`config.mk`:
```
export PLATFORM = sky130hd
export DESIGN_NAME = serial_matmul_cmd_queue
export DESIGN_NICKNAME = d
export VERILOG_FILES = /design/src/rtl/serial_matmul_cmd_queue.sv
export SDC_FILE = /design/constraint.sdc
export NUM_CORES = 1
export LEC_CHECK = 0
export ABC_AREA = 0
export BUFFER_PORTS_ARGS = -buffer_cell sky130_fd_sc_hd__buf_2
export CAP_MARGIN = 15
export CORE_MARGIN = 2
export CORE_UTILIZATION = 52
export CTS_CLUSTER_DIAMETER = 40
export DETAILED_ROUTE_END_ITERATION = 6
export PLACE_DENSITY = 0.76
export SLEW_MARGIN = 25
export SYNTH_ARGS = -nofsm -noshare
export SYNTH_HDL_FRONTEND = slang
export SYNTH_SLANG_ARGS = --single-unit
```
`constraint.sdc`:
```
create_clock -name clk -period 3.3 [get_ports clk]
set_input_delay 0.66 -clock clk [delete_from_list [all_inputs] [get_ports clk]]
set_output_delay 0.66 -clock clk [all_outputs]
set_load 0.02 [all_outputs]
```
`src/rtl/serial_matmul_cmd_queue.sv`:
```
// Command FIFO between the RoCC command port and the serial_matmul engine.
// Latency: 1 cycle from enqueue to deq_val_o; with SM_CMDQ_BYPASS_EN an empty queue forwards in the same cycle.
// Backpressure: cmd_rdy_o drops when full (no same-cycle pop credit); flush_i overrides enq/deq. Optional macro: SM_CMDQ_BYPASS_EN.
module serial_matmul_cmd_queue #(
  parameter int DEPTH  = 4,
  parameter int ADDR_W = 2
) (
  input  logic              clk,
  input  logic              reset,
  input  logic              flush_i,
  input  logic              cmd_val_i,
  output logic              cmd_rdy_o,
  input  logic [63:0]       cmd_rs1_i,
  input  logic [6:0]        cmd_funct_i,
  input  logic [6:0]        cmd_opcode_i,
  input  logic [4:0]        cmd_rd_i,
  output logic              deq_val_o,
  input  logic              deq_rdy_i,
  output logic [63:0]       deq_rs1_o,
  output logic [6:0]        deq_funct_o,
  output logic [6:0]        deq_opcode_o,
  output logic [4:0]        deq_rd_o,
  output logic [ADDR_W:0]   count_o
);

  localparam logic [ADDR_W:0] FULL_CNT = (ADDR_W+1)'(DEPTH);

  typedef struct packed {
    logic [63:0] rs1;
    logic [6:0]  funct;
    logic [6:0]  opcode;
    logic [4:0]  rd;
  } cmd_entry_t;

  cmd_entry_t            mem_q [DEPTH];
  logic [ADDR_W-1:0]     head_q, head_d;
  logic [ADDR_W-1:0]     tail_q, tail_d;
  logic [ADDR_W:0]       count_q, count_d;

  cmd_entry_t            cmd_entry;
  cmd_entry_t            deq_entry;
  logic                  not_empty;
  logic                  byp;
  logic                  enq;
  logic                  deq;

  assign cmd_entry = '{rs1: cmd_rs1_i, funct: cmd_funct_i, opcode: cmd_opcode_i, rd: cmd_rd_i};
  assign not_empty = (count_q != '0);

`ifdef SM_CMDQ_BYPASS_EN
  // An empty queue with a ready consumer hands the command straight through.
  assign byp = reset & ~not_empty & cmd_val_i & deq_rdy_i & ~flush_i;
`else
  assign byp = 1'b0;
`endif

  // Full refuses even when the head pops this cycle; held in reset looks neither ready nor valid.
  assign cmd_rdy_o = reset & (count_q != FULL_CNT);
  assign deq_val_o = reset & (not_empty | byp);

  // Bypassed commands are consumed without touching storage or pointers.
  assign enq = cmd_val_i & cmd_rdy_o & ~byp;
  assign deq = reset & not_empty & deq_rdy_i;

  // Head data is forced to zero whenever nothing valid is presented.
  always_comb begin
    deq_entry = '0;
    if (byp) begin
      deq_entry = cmd_entry;
    end else if (reset && not_empty) begin
      deq_entry = mem_q[head_q];
    end
  end

  assign deq_rs1_o    = deq_entry.rs1;
  assign deq_funct_o  = deq_entry.funct;
  assign deq_opcode_o = deq_entry.opcode;
  assign deq_rd_o     = deq_entry.rd;
  assign count_o      = count_q;

  // Pointer and occupancy next-state; flush discards everything including this cycle's command.
  always_comb begin
    head_d  = head_q;
    tail_d  = tail_q;
    count_d = count_q;
    if (flush_i) begin
      head_d  = '0;
      tail_d  = '0;
      count_d = '0;
    end else begin
      if (enq) tail_d = tail_q + 1'b1;
      if (deq) head_d = head_q + 1'b1;
      if (enq && !deq) begin
        count_d = count_q + 1'b1;
      end else if (deq && !enq) begin
        count_d = count_q - 1'b1;
      end
    end
  end

  // Pointer and occupancy registers, cleared asynchronously.
  always_ff @(posedge clk or negedge reset) begin
    if (!reset) begin
      head_q  <= '0;
      tail_q  <= '0;
      count_q <= '0;
    end else begin
      head_q  <= head_d;
      tail_q  <= tail_d;
      count_q <= count_d;
    end
  end

  // Entry storage is left unreset; occupancy alone decides what is valid.
  always_ff @(posedge clk) begin
    if (enq && !flush_i) begin
      mem_q[tail_q] <= cmd_entry;
    end
  end

endmodule

```
* After elaboration in Yosys (flattened, before gate mapping)
Memories as Yosys holds them, arrays and structs flattened.
Index checks and enable logic that the tools add are counted.
Widths: inputs -> output; s select.
** Word-level totals
- Bits in registers :: 7
- Bits in writable memories :: 332
- Input port bits :: 88
- Logic and storage cells :: 34
- Memories :: 1
** Memories
- mem_q :: depth 4, width 83, rd ports 1, clocked after Yosys merged registers in 0, write ports 1, RTL line 35 : cmd_entry_t mem_q [DEPTH];
** Operators by class
- Add/subtract/negate cells :: 4
- Equality and inequality tests :: 1
- Muxes and demuxes :: 10
- Bitwise logic cells :: 4
- Reduce and logical (&&, ||, !) cells :: 11
** Operators with widths (count)
- $mux 83 :: 1
- $mux 3 :: 3
- $mux 2 :: 4
- $reduce_bool 3->1 :: 2
- $add 2x1->2 const B :: 2
- $and 1x1->1 :: 4
- $logic_and 1x1->1 :: 4
- $reduce_bool 2->1 :: 2
- $add 3x1->3 const B :: 1
- $logic_not 1->1 :: 3
- $ne 3x3->1 const B :: 1
- $sub 3x1->3 const B :: 1
- $mux 1 :: 2

* Longest topological paths before layout
Gate-level depths: netlist (run 1).
- Depth in word-level cells :: 8
- Mapped depth :: 8
- Mapped depth without buffers :: 7

* Least setup slack after synthesis (run 1)
OpenSTA, ideal clock, no wires.
- Path kind :: input port to flip-flop
- From :: input port cmd_val_i
- To :: memory mem_q[0][0] (netlist name) (enable)
- Library setup time :: 0.451 ns
- Arrival time :: 3.210 ns
- Required time :: 2.849 ns
- Slack :: -0.361 ns
- Stages :: 5
- Path buffers :: 1
- Path through :: nand2_1 > or2_1 > buf_4 > nor2_1 > and2_1
** Between the ends
- Longest elaborated chain between the ends :: 4
** Ends and longest elaborated chain
- start, declared :: RTL line 11 : input logic cmd_val_i,
- $and 1x1->1 :: RTL line 62 : assign enq = cmd_val_i & cmd_rdy_o & ~byp;
- $logic_and 1x1->1 :: RTL line 116 : if (enq && !flush_i) begin
- $mux 1 :: RTL line 116
- $mux 1 (not written as such) :: RTL line 117 : mem_q[tail_q] <= cmd_entry;
- end, declared :: RTL line 35
Every way passes these cells.

* Final worst setup path (run 1)
- From :: register head_q[0]
- To :: output port deq_rs1_o[39]
** Between the ends
- Longest elaborated chain between the ends :: 2
** Ends and longest elaborated chain
- start, declared :: RTL line 36 : logic [ADDR_W-1:0] head_q, head_d;
- start signal, assigned :: RTL line 104 : head_q <= '0;
- start signal, assigned :: RTL line 108 : head_q <= head_d;
- $mem_v2 4x83
- $mux 83 :: RTL line 70 : end else if (reset && not_empty) begin
- end, declared :: RTL line 19 : output logic [63:0] deq_rs1_o,
Every way passes these cells.

==> flow_results.org, run 1 <==
** Synth
- Most area-consuming cells after synthesis :: sky130_fd_sc_hd__edfxtp_1 (76%), sky130_fd_sc_hd__mux4_2 (14%), sky130_fd_sc_hd__and2_1 (4.2%)
- Averaged over all synthesized cells, the footprint is 22.4 um2.
- Number of register bits inferred by synthesis :: 339
- Summing every instance area after synthesis gives 13100 um2.
- The largest total area in the synthesized netlist belongs to sky130_fd_sc_hd__edfxtp_1.
- Synth Net Count :: 677
- Count of different cell masters after synthesis :: 30
- Of the synthesized area, sequential elements account for 0.777.
- Post-synthesis cell count :: slightly below 600
- The Yosys step of the flow raised 0 warnings.
- Proportion of netlist area held by the largest area contributor :: 0.764

** Die
- Overall die area :: 26400 um2
- Pin placement for this block handled approximately 180 I/O pins.
- The initial utilization of the core area, before any placement, comes to 0.534.
- Die boundary height :: 162 um
- Site row count :: 57
- The floorplan step set the die width to 162 um.
- After floorplanning, the core was sized to cover 24500 um2.

** Timing
- Setup repair after global routing left no endpoint under its margin.
- Derived from the worst setup path, the maximum achievable clock frequency is 322 MHz.
- The worst path meets setup with 193 ps of slack.
- Final worst clock skew :: approximately 14 ps
- Actual transition at the worst max-transition pin :: ~460 ps
- For the final routed database, the setup TNS stands at 0 ps.
- The final-report hold violation count came to 0.
- Measured against its own limit, the worst slew margin works out to 0.691.
- Setup violations remaining at the end of the flow were counted as 0.
- Time the worst path needs with I/O delays and setup :: just over 3000 ps
- The final max-slew violation count was 0.
- Hold slack final :: approximately 360 ps
- Of the available clock period, the critical path in the final layout requires 0.942.

** Run
- Max_cap viols :: 0

** Power
- For this design the ratio of total power to cell area is 645 nW/um2.
- Power comes to 10.2 mW.
- IR analysis of the VDD net gives a maximum drop of 0.577 mV.
- Leakage Power :: 5.48 nW

** Setup path
- Highest net fanout along the worst path :: 35
- CP arrival :: 2450 ps
- STA classifies the critical path startpoint as a flip-flop.
- Critical Path Sink Type :: output pin
- Delay contributed by the slowest stage of the critical path :: 670 ps
- Critical Path, Cell by Cell :: buf_12 > mux4_2 > and2_1 > buf_2
- Critical path class :: flip-flop to output pin
- Worst EP required :: 2640 ps
- Reg2Reg Setup Slack :: 790 ps
- The largest individual stage delay along the critical path comes from the cell sky130_fd_sc_hd__dfrtp_4.

** Clock network
- Clock transition at the register clock pins on the worst setup and hold paths after CTS :: 60 ps
- The tree is rooted in a sky130_fd_sc_hd__clkbuf_16.
- Clock sink count :: between 300 and 400
- Worst-Skew Late Latency :: 520 ps
- Maximum clock path buffer count :: 3
- TritonCTS built the clock tree.
- The number of clock buffers added by TritonCTS is 41.
- H-Tree Level Count :: 2

** Layout
- After filler insertion, the fill cell instance count of the layout stands at 1600.
- Ratio of cells with drive above 1 in the final layout :: 0.429
- Top library cells by usage in the layout, fill and taps aside :: sky130_fd_sc_hd__edfxtp_1 (332), sky130_fd_sc_hd__buf_2 (175), sky130_fd_sc_hd__mux4_2 (83), sky130_fd_sc_hd__and2_1 (83), sky130_fd_sc_hd__clkbuf_16 (41)
- Reg area :: 10200 um2
- Most common cell after layout, fill and taps aside :: sky130_fd_sc_hd__edfxtp_1
- Footprint of the multi-input gates :: 2770 um2
- In the final design database the tool counted 887 nets.
- The area growth from synthesis to layout is 21.4%.

** Detailed routing
- Final wirelength :: 25200 um
- Routed via count :: approximately 6400
- Wirelength per Cell :: 21.9 um
- Before antenna repair, the detailed router went through 5 iterations.
- The detailed router finished its first iteration with about 550 violations.
- Remaining antenna violation count :: 0
- After detailed routing, the number of vias per cell comes to approximately 5.6.
- Number of design rule violations left after detail routing :: 0

** Place
- Count of port buffers added during placement :: approximately 180
- Dpl ws :: 541 ps
- At the end of routability-driven placement, the weighted congestion stood at 0.779.
- Half-perimeter wire length of the detailed placement result :: 15300 um

** Worst hold path
- Worst min path class :: input pin to flip-flop

** Run status
- Outcome :: complete, no violations

** Global route
- The first global-routing pass estimated ~39000 um of wire.
- Across every metal layer, demand over resource in global routing totals 0.194.
- Total gr overflow :: 0
- Via count of the first global-routing pass :: 6831
- Antenna violations before repair :: 6
- Entering global routing, the biggest net connects 53 pins.
[metrics by stage]
step | utilization | std cells | instance area (um2)
detailed placement | 0.592 | 1070 | 14500
finish | 0.648 | 1147 | 15900
floorplan | - | 584 | 13100
CTS | 0.646 | 1140 | 15800
global route | 0.648 | 1146 | 15800
global placement | 0.592 | 1070 | 14500
[worst max-delay path, delay by kind of cell (launching register included)]
family                 cells  cell delay, ps
flip-flops                 1             670
multiplexers               1             560
buffers and inverters      2             480
AND/OR/NAND/NOR            1             170
[sequential cells by signal, indices dropped and copies added (netlist names)]
register,count
head_q,2
mem_q,332
count_o,3
tail_q,2
[cell families after synthesis]
family	Yosys count	share of synthesized area
AO/OA/AOI/OAI	9	0.00738
XOR/XNOR	5	0.00336
adder cells (fa/ha/maj)	5	0.00537
buffers and inverters	35	0.0126
flip-flops	339	0.777
multiplexers	86	0.146
AND/OR/NAND/NOR	105	0.0483
[where the power goes]
group / internal, mW / switching (mW)
sequential: 4.81 / 0.0526
combinational: 0.445 / 0.580
clock: 2.68 / 1.64
[per-layer routing]
layer | GRT usage | routed length [um]
met4 | 0.0607 | 534
met2 | 0.345 | 13500
met3 | 0.0435 | 1500
met5 | 0 | 32
met1 | 0.238 | 9640
[area by class of cell]
type	count	share of cell area
flip-flops and latches	339	0.641
diodes	3	0.000474
multi-input cells	211	0.175
well taps	324	0.0256
repair buffers	197	0.0745
inverters	4	0.000947
clock buffers	48	0.0664
clock inverters	21	0.0171
[final timing paths]
check	startpoint	cells after the start	to
worst max-delay path	head_q[0]	4	deq_rs1_o[39]
worst min-delay path	cmd_rs1_i[47]	1	mem_q[2][66]
worst max register to register	count_o[2]	7	count_o[2]
worst min register to register	tail_q[1]	2	tail_q[1]
max in group asynchronous	reset	2	head_q[0]
min in group asynchronous	reset	2	head_q[1]
[synthesized netlist by cell type, drive strengths merged]
cell type / number
a31oi: 1
ha: 4
dfrtp: 7
nand2: 5
nor2b: 1
and2b: 1
xor2: 3
nor2: 8
clkbuf: 14
o21ai: 1
a2111oi: 1
a21oi: 3
nand3: 1
buf: 17
mux2i: 1
or2: 1
inv: 4
xnor2: 2
a311oi: 1
mux2: 2
o31a: 1
mux4: 83
a41oi: 1
edfxtp: 332
fa: 1
nor3b: 1
and2: 87
[repair_timing]
| item | CTS | global route |
|---|---|---|
| buffers inserted | 0 | 3 |
| hold endpoints to repair | 6 | 0 |
| hold buffers | 1 | 0 |
| resized for setup | 0 | 0 |
| endpoints found under the setup margin | 0 | 55 |
Note: power is estimated with default switching activity, not from simulation.
==> run 2, diff against run 1 <==
Settings changed: MAX_ROUTING_LAYER set to met4, SKIP_CTS_REPAIR_TIMING set to 1.
==> run 2 against run 1 <==
  * Final area down 0.22%
  * Routed wire length down 1.1%
  * Critical endpoint unchanged
  * Sequential cell count is the same
  * Combinational power about the same
==> flow_results.org, run 2 (synthesis gave the netlist of run 1 again) <==
** Setup path
- Buffers and inverters on the worst path :: 2
- Critical Path, Cell by Cell :: buf_12 > mux4_2 > and2_1 > buf_2
- The kind of cell with the highest combined delay along the critical path is flip-flops.
- Data on the critical path is required at its endpoint by 2640 ps.
- STA classifies the critical path startpoint as a flip-flop.
- At the worst endpoint, the arrival time is 2450 ps.
- The critical path crosses 4 cells after its start point.
- The critical path in this run is classified as flip-flop to output pin.
- Highest net fanout along the worst path :: 35
- Delay contributed by the slowest stage of the critical path :: 670 ps
- Critical Path Sink Type :: output pin
- FF-to-FF path depth :: 7
- For this design, the slowest cell found on the critical path is sky130_fd_sc_hd__dfrtp_4.

** Place
- Including well taps, the total number of placed cells is about 1100.
- Count of port buffers added during placement :: 175
- Post-place instance area :: about 14000 um2
- GP Congestion :: 0.789
- The wire-length estimate of the detail-placed layout is 15300 um.

** Layout
- Once layout is complete, the cells apart from fillers number 1145.
- In the layout the commonest cells are sky130_fd_sc_hd__edfxtp_1 (332), sky130_fd_sc_hd__buf_2 (175), sky130_fd_sc_hd__mux4_2 (83), sky130_fd_sc_hd__and2_1 (83), sky130_fd_sc_hd__clkbuf_16 (41).
- The library cell used most frequently in the layout, excluding fill and tap cells, is sky130_fd_sc_hd__edfxtp_1.
- Post-route design area :: around 16000 um2
- At the end of the flow, the number of nets in the layout was 882.
- Max FFs per register :: ~330
- Relative to the synthesized area, the layout overhead comes to 21.1%.
- Ranked by flip-flop count, first place goes to mem_q.
- Ratio of cells with drive above 1 in the final layout :: 0.427

** Die
- After floorplanning, the core was sized to cover 24500 um2.
- The die covers 26400 um2.
- For this configuration, the core starts out at a cell density of 0.534.
- Pin placement for this block handled about 180 I/O pins.
- Floorplan die width :: about 160 um
- The die is 162 um tall.
- Row generation in the floorplan step produced 57 rows.

** Clock network
- Root Driver :: sky130_fd_sc_hd__clkbuf_16
- The clock passes through at most 3 buffers.
- Counting every sink on the clock net gives 339.
- After clock tree synthesis, the clock-pin slew on the worst setup and hold paths is ~60 ps.
- The later pin in the worst-skew pair is clocked with a latency of roughly 510 ps.
- Total CTS buffers :: between 40 and 50
- CTS built an H-tree with a depth of 2.
- TritonCTS built the clock tree.

** Power
- The design draws slightly above 10 mW.
- Dividing total power by cell area gives a power density of roughly 640 nW/um2.
- Worst vdd ir :: ~0.58 mV
- The analysis attributes to cell leakage a power of 5.46 nW.

** Global route
- For this run the aggregate overflow at the end of global routing stands at 0.
- The number of global-route vias before repair came to around 6800.
- GRT Util Overall :: 0.200
- Entering global routing, the biggest net connects 53 pins.
- The initial antenna violation count came to 6.
- The first global-routing pass estimated 38600 um of wire.

** Timing
- Actual transition at the worst max-transition pin :: 466 ps
- The final-report hold violation count is 0.
- After layout, the minimum clock period comes to a little over 3000 ps.
- Between clock sinks in the finished design, the worst skew comes to 13.6 ps.
- In the final timing run, aggregate negative setup slack is 0 ps.
- Setup-violating endpoint count in the final report :: 0
- Slew margin rel. :: 0.689
- In the finished design, the share of the clock period the worst path needs comes to 0.943.
- Based on the critical path, the design can be clocked at up to 321 MHz.
- Hold slack final :: between 7 and 8 ps
- The final max-slew violation count came to 0.
- Setup repair after global routing missed its margin :: false

** Detailed routing
- After detailed routing, the average wire length per cell comes to 21.7 um.
- In this run, the number of DRC markers left after iteration 0 of detailed routing was 522.
- For this run, design rule violations remaining after detail routing come to 0.
- The detail route stage leaves a number of antenna-violating nets equal to 0.
- Final wirelength :: 24900 um
- Number of detailed-routing iterations run before antenna repair :: 5
- The detailed router placed 6340 vias in this run.
- Vias per inst :: 5.54

** Worst hold path
- Worst min path class :: input pin to async pin

** Run
- Max-cap violations in this run came to 0.

** Run status
- Outcome :: complete, no violations
-- run 2: cell count changes in the layout (fill, tap and decap cells not counted) --
cell and change:
sky130_fd_sc_hd__o31a_2 -1, sky130_fd_sc_hd__buf_4 -3, sky130_fd_sc_hd__diode_2 +3, sky130_fd_sc_hd__dlygate4sd3_1 -1
-- run 2: worst paths after layout --
check	from	to	slack, ps
min	reset	head_q[1]	8
min in group clk	cmd_rs1_i[47]	mem_q[2][66]	360
max	head_q[0]	deq_rs1_o[39]	190
max in group asynchronous	reset	head_q[0]	3070
min reg2reg	tail_q[1]	tail_q[1]	610
max reg2reg	count_o[2]	count_o[2]	830
-- run 2: cell type report --
cell class,instances,area [um2]
clock buffer,48,1050
clock inverter,21,270
inverter,4,15.0
sequential,339,10200
multi-input combinational,210,2760
antenna,6,15.0
timing repair buffer,193,1150
tap,324,405
fill,1603,8650
-- run 2: per-layer routing --
layer  up-vias  track usage  wire (um)
li1       2796            -          -
met1      3271        0.241       9480
met2       230        0.345      13500
met3        43       0.0400       1430
met4         0       0.0607        490
met5         -            -          0
-- run 2: worst register-to-register path, cell delays in order (launching register included) --
cell and delay [ps]:
sky130_fd_sc_hd__dfrtp_1 460, sky130_fd_sc_hd__nor3b_2 420, sky130_fd_sc_hd__or2_1 280, sky130_fd_sc_hd__a21oi_1 90
sky130_fd_sc_hd__fa_1 460, sky130_fd_sc_hd__a2111oi_4 250, sky130_fd_sc_hd__a41oi_2 80, sky130_fd_sc_hd__mux2_4 320
-- run 2: report_power, final --
| part | switching (mW) | internal (mW) |
|---|---|---|
| logic | 0.573 | 0.433 |
| registers | 0.0489 | 4.81 |
| clock network | 1.64 | 2.68 |
-- run 2: per-stage QoR --
stage | setup slack [ps] | utilization
floorplan | 556 | -
finish | 188 | 0.647
detailed placement | 541 | 0.592
global route | 36.7 | 0.647
global placement | 620 | 0.592
CTS | 127 | 0.646
==> run 3, diff against run 2 <==
Settings changed: CORE_UTILIZATION 52 to 25, PLACE_DENSITY 0.76 to 0.44.
==> run 3 against run 2 <==
  * Power grew 16%
  * Die area grew 100%
  * Core utilization shrank 32 points
  * Routed wire length grew 18%
  * Critical endpoint is now deq_rs1_o[8]
==> flow_results.org, run 3 (synthesis gave the netlist of run 1 again) <==
** Die
- The die is roughly 230 um tall.
- The floorplan step defined a core boundary enclosing 51500 um2.
- The floorplan step defined a die boundary enclosing 54100 um2.
- For this configuration, the core starts out at a cell density of 0.253.
- Floorplan die width :: 233 um
- Site row count :: between 80 and 90
- Number of I/O pins :: 176

** Power
- Proportion of total power due to net switching :: 0.236
- Across the VDD grid, the largest voltage drop is 0.406 mV.
- Clock share of power :: 0.503
- The share of total power dissipated in combinational logic is 0.088.
- Fraction of power consumed by sequential logic :: 0.409
- Power spread over the standard cell area amounts to 699 nW/um2.
- Net Sw Power :: 2.80 mW
- Power Internal :: 9.07 mW
- The analysis attributes to cell leakage a power of 5.81 nW.

** Setup path
- The critical path runs through a total of 4 cells.
- For flop-to-flop paths, the worst setup slack is a little under 900 ps.
- Delay contributed by the slowest stage of the critical path :: 660 ps
- The worst setup path is launched from a flip-flop.
- For the worst setup path, the data required time is 2640 ps.
- The largest individual stage delay along the critical path comes from the cell sky130_fd_sc_hd__dfrtp_4.
- Critical Path Sink Type :: output pin
- Buffers and inverters on the worst path :: 2
- Worst r2r dst :: count_o[2]
- Setup crit end :: deq_rs1_o[8]
- Kind of cell adding the most delay to the critical path :: flip-flops
- CP arrival :: 2430 ps
- The critical path goes through buf_4 > mux4_2 > and2_1 > buf_2.
- Along the worst path, the maximum fanout reaches 12.
- The most critical setup path has its startpoint at head_q[0].
- By startpoint and endpoint, the worst setup path is classified as flip-flop to output pin.
- Measured in cells, the most critical reg-to-reg path has a length of 7.
- In this run the critical register-to-register path is launched from count_o[2].

** Clock network
- The clock passes through at most 3 buffers.
- The H-tree was split into 2 levels.
- Total CTS buffers :: between 50 and 60
- Clock sink count :: about 340
- After clock tree synthesis, the clock-pin slew on the worst setup and hold paths is 50 ps.
- Root Driver :: sky130_fd_sc_hd__clkbuf_16
- The clock reaches the later pin of the worst-skew pair after 580 ps.
- TritonCTS built the clock tree.

** Global route
- The initial antenna violation count came to 3.
- For this run the aggregate overflow at the end of global routing stands at 0.
- Largest net degree at the start of global routing :: 64
- GRT Util Overall :: 0.113
- Via count of the first global-routing pass :: 6913
- The first global-routing pass estimated 43500 um of wire.

** Place
- The wire-length estimate of the detail-placed layout is ~17000 um.
- GP Congestion :: 0.659
- During placement, the flow inserted port buffers numbering 175.

** Timing
- For the pin with the worst max-slew slack, the measured transition is ~460 ps.
- Share of the clock period used by the worst path after layout :: 0.935
- Setup repair after global routing missed its margin :: false
- Timing would allow up to 324 MHz.
- Setup-violating endpoint count in the final report :: 0
- Slew margin rel. :: 0.694
- Time the worst path needs with I/O delays and setup :: 3090 ps
- Between clock sinks in the finished design, the worst skew comes to 17.1 ps.
- Hold timing on the final database bottoms out at a slack of 291 ps.
- The final-report hold violation count came to 0.
- Slew Limit Fails :: 0

** Detailed routing
- For this block, the routed nets add up to 29500 um of wire.
- In the final routed layout, each cell accounts on average for 19.1 um.
- In the routed design, unresolved DRC markers number 0.
- DRC marker count from the first detailed-route iteration :: 368
- Remaining antenna violation count :: 0
- For this run, the detailed router's first-pass iteration total came to 4.
- Using the TritonRoute via totals, the vias-per-cell ratio works out to 4.13.
- Routed via count :: 6372

** Layout
- Leaving out fill and tap cells, the most frequent cells in the layout are sky130_fd_sc_hd__edfxtp_1 (332), sky130_fd_sc_hd__buf_2 (175), sky130_fd_sc_hd__mux4_2 (83), sky130_fd_sc_hd__and2_1 (83), sky130_fd_sc_hd__clkbuf_16 (61).
- Largest register by flop count :: mem_q
- Most common cell after layout, fill and taps aside :: sky130_fd_sc_hd__edfxtp_1
- After the last flow step, the layout net total stands at 904.
- Ratio of cells with drive above 1 in the final layout :: 0.454
- The register with the most flip-flops in the layout has 332 of them.
- From synthesis to final layout, the design area changed by 30.1%.
- Measured on the finished design, the core utilization comes to 0.330.

** Run status
- The run finished with clean final reports.

** Worst hold path
- Worst min path class :: input pin to flip-flop
- The worst hold path begins at cmd_rs1_i[52].

** Run
- The tool flagged a number of max-cap violations equal to 0.
## run 3: changes by cell type in the layout (fill, tap and decap cells not counted), sizes merged
cell / before / now
clkbuf: 48 / 65
inv: 6 / 17
clkinv: 7 / 15
clkinvlp: 7 / 12
buf: 193 / 197
diode: 6 / 3
dlygate4sd3: 0 / 1
## run 3: per-stage QoR
step / worst slack (ps) / TNS [ps] / power (mW) / instance area, um2 / cells
after floorplan: 556 / 0 / 5.59 / 13100 / 584
after global placement: 583 / 0 / 6.01 / 14900 / 1429
after detailed placement: 548 / 0 / 6.01 / 14900 / 1429
after CTS: -33.9 / -181 / 12.1 / 16900 / 1539
after global routing: 81.3 / 0 / 12.3 / 17000 / 1544
final: 213 / 0 / 11.9 / 17000 / 1544
## run 3: power groups by stage
stage          combinational (mW)  sequential [mW]  clock [mW]
2_1_floorplan               0.657             4.93           0
3_3_place_gp                 1.05             4.95           0
3_5_place_dp                 1.06             4.95           0
4_1_cts                      1.06             4.87        6.14
5_1_grt                      1.14             4.86        6.32
6_report                     1.04             4.86        5.97
## run 3: cell type report
class,instances,area (um2)
Fill cell,4978,34500
Sequential cell,339,10200
Multi-Input combinational cell,210,2760
Clock buffer,65,1540
Timing Repair Buffer,198,1210
Tap cell,680,851
Clock inverter,45,450
Inverter,4,15.0
Antenna cell,3,7.51
## run 3: per-layer routing
metal,vias up,share of wire,global-route usage
met1,3304,0.44,0.139
met2,158,0.48,0.179
met5,-,0,-
li1,2855,-,-
met3,55,0.055,0.0289
met4,0,0.023,0.0420
## run 3: worst min path at each step
stage / end / depth (start not counted)
floorplan: count_o[0] / 0
global placement: head_q[0] / 1
detailed placement: head_q[0] / 1
CTS: head_q[0] / 1
global route: mem_q[3][37] / 1
finish: mem_q[2][71] / 1
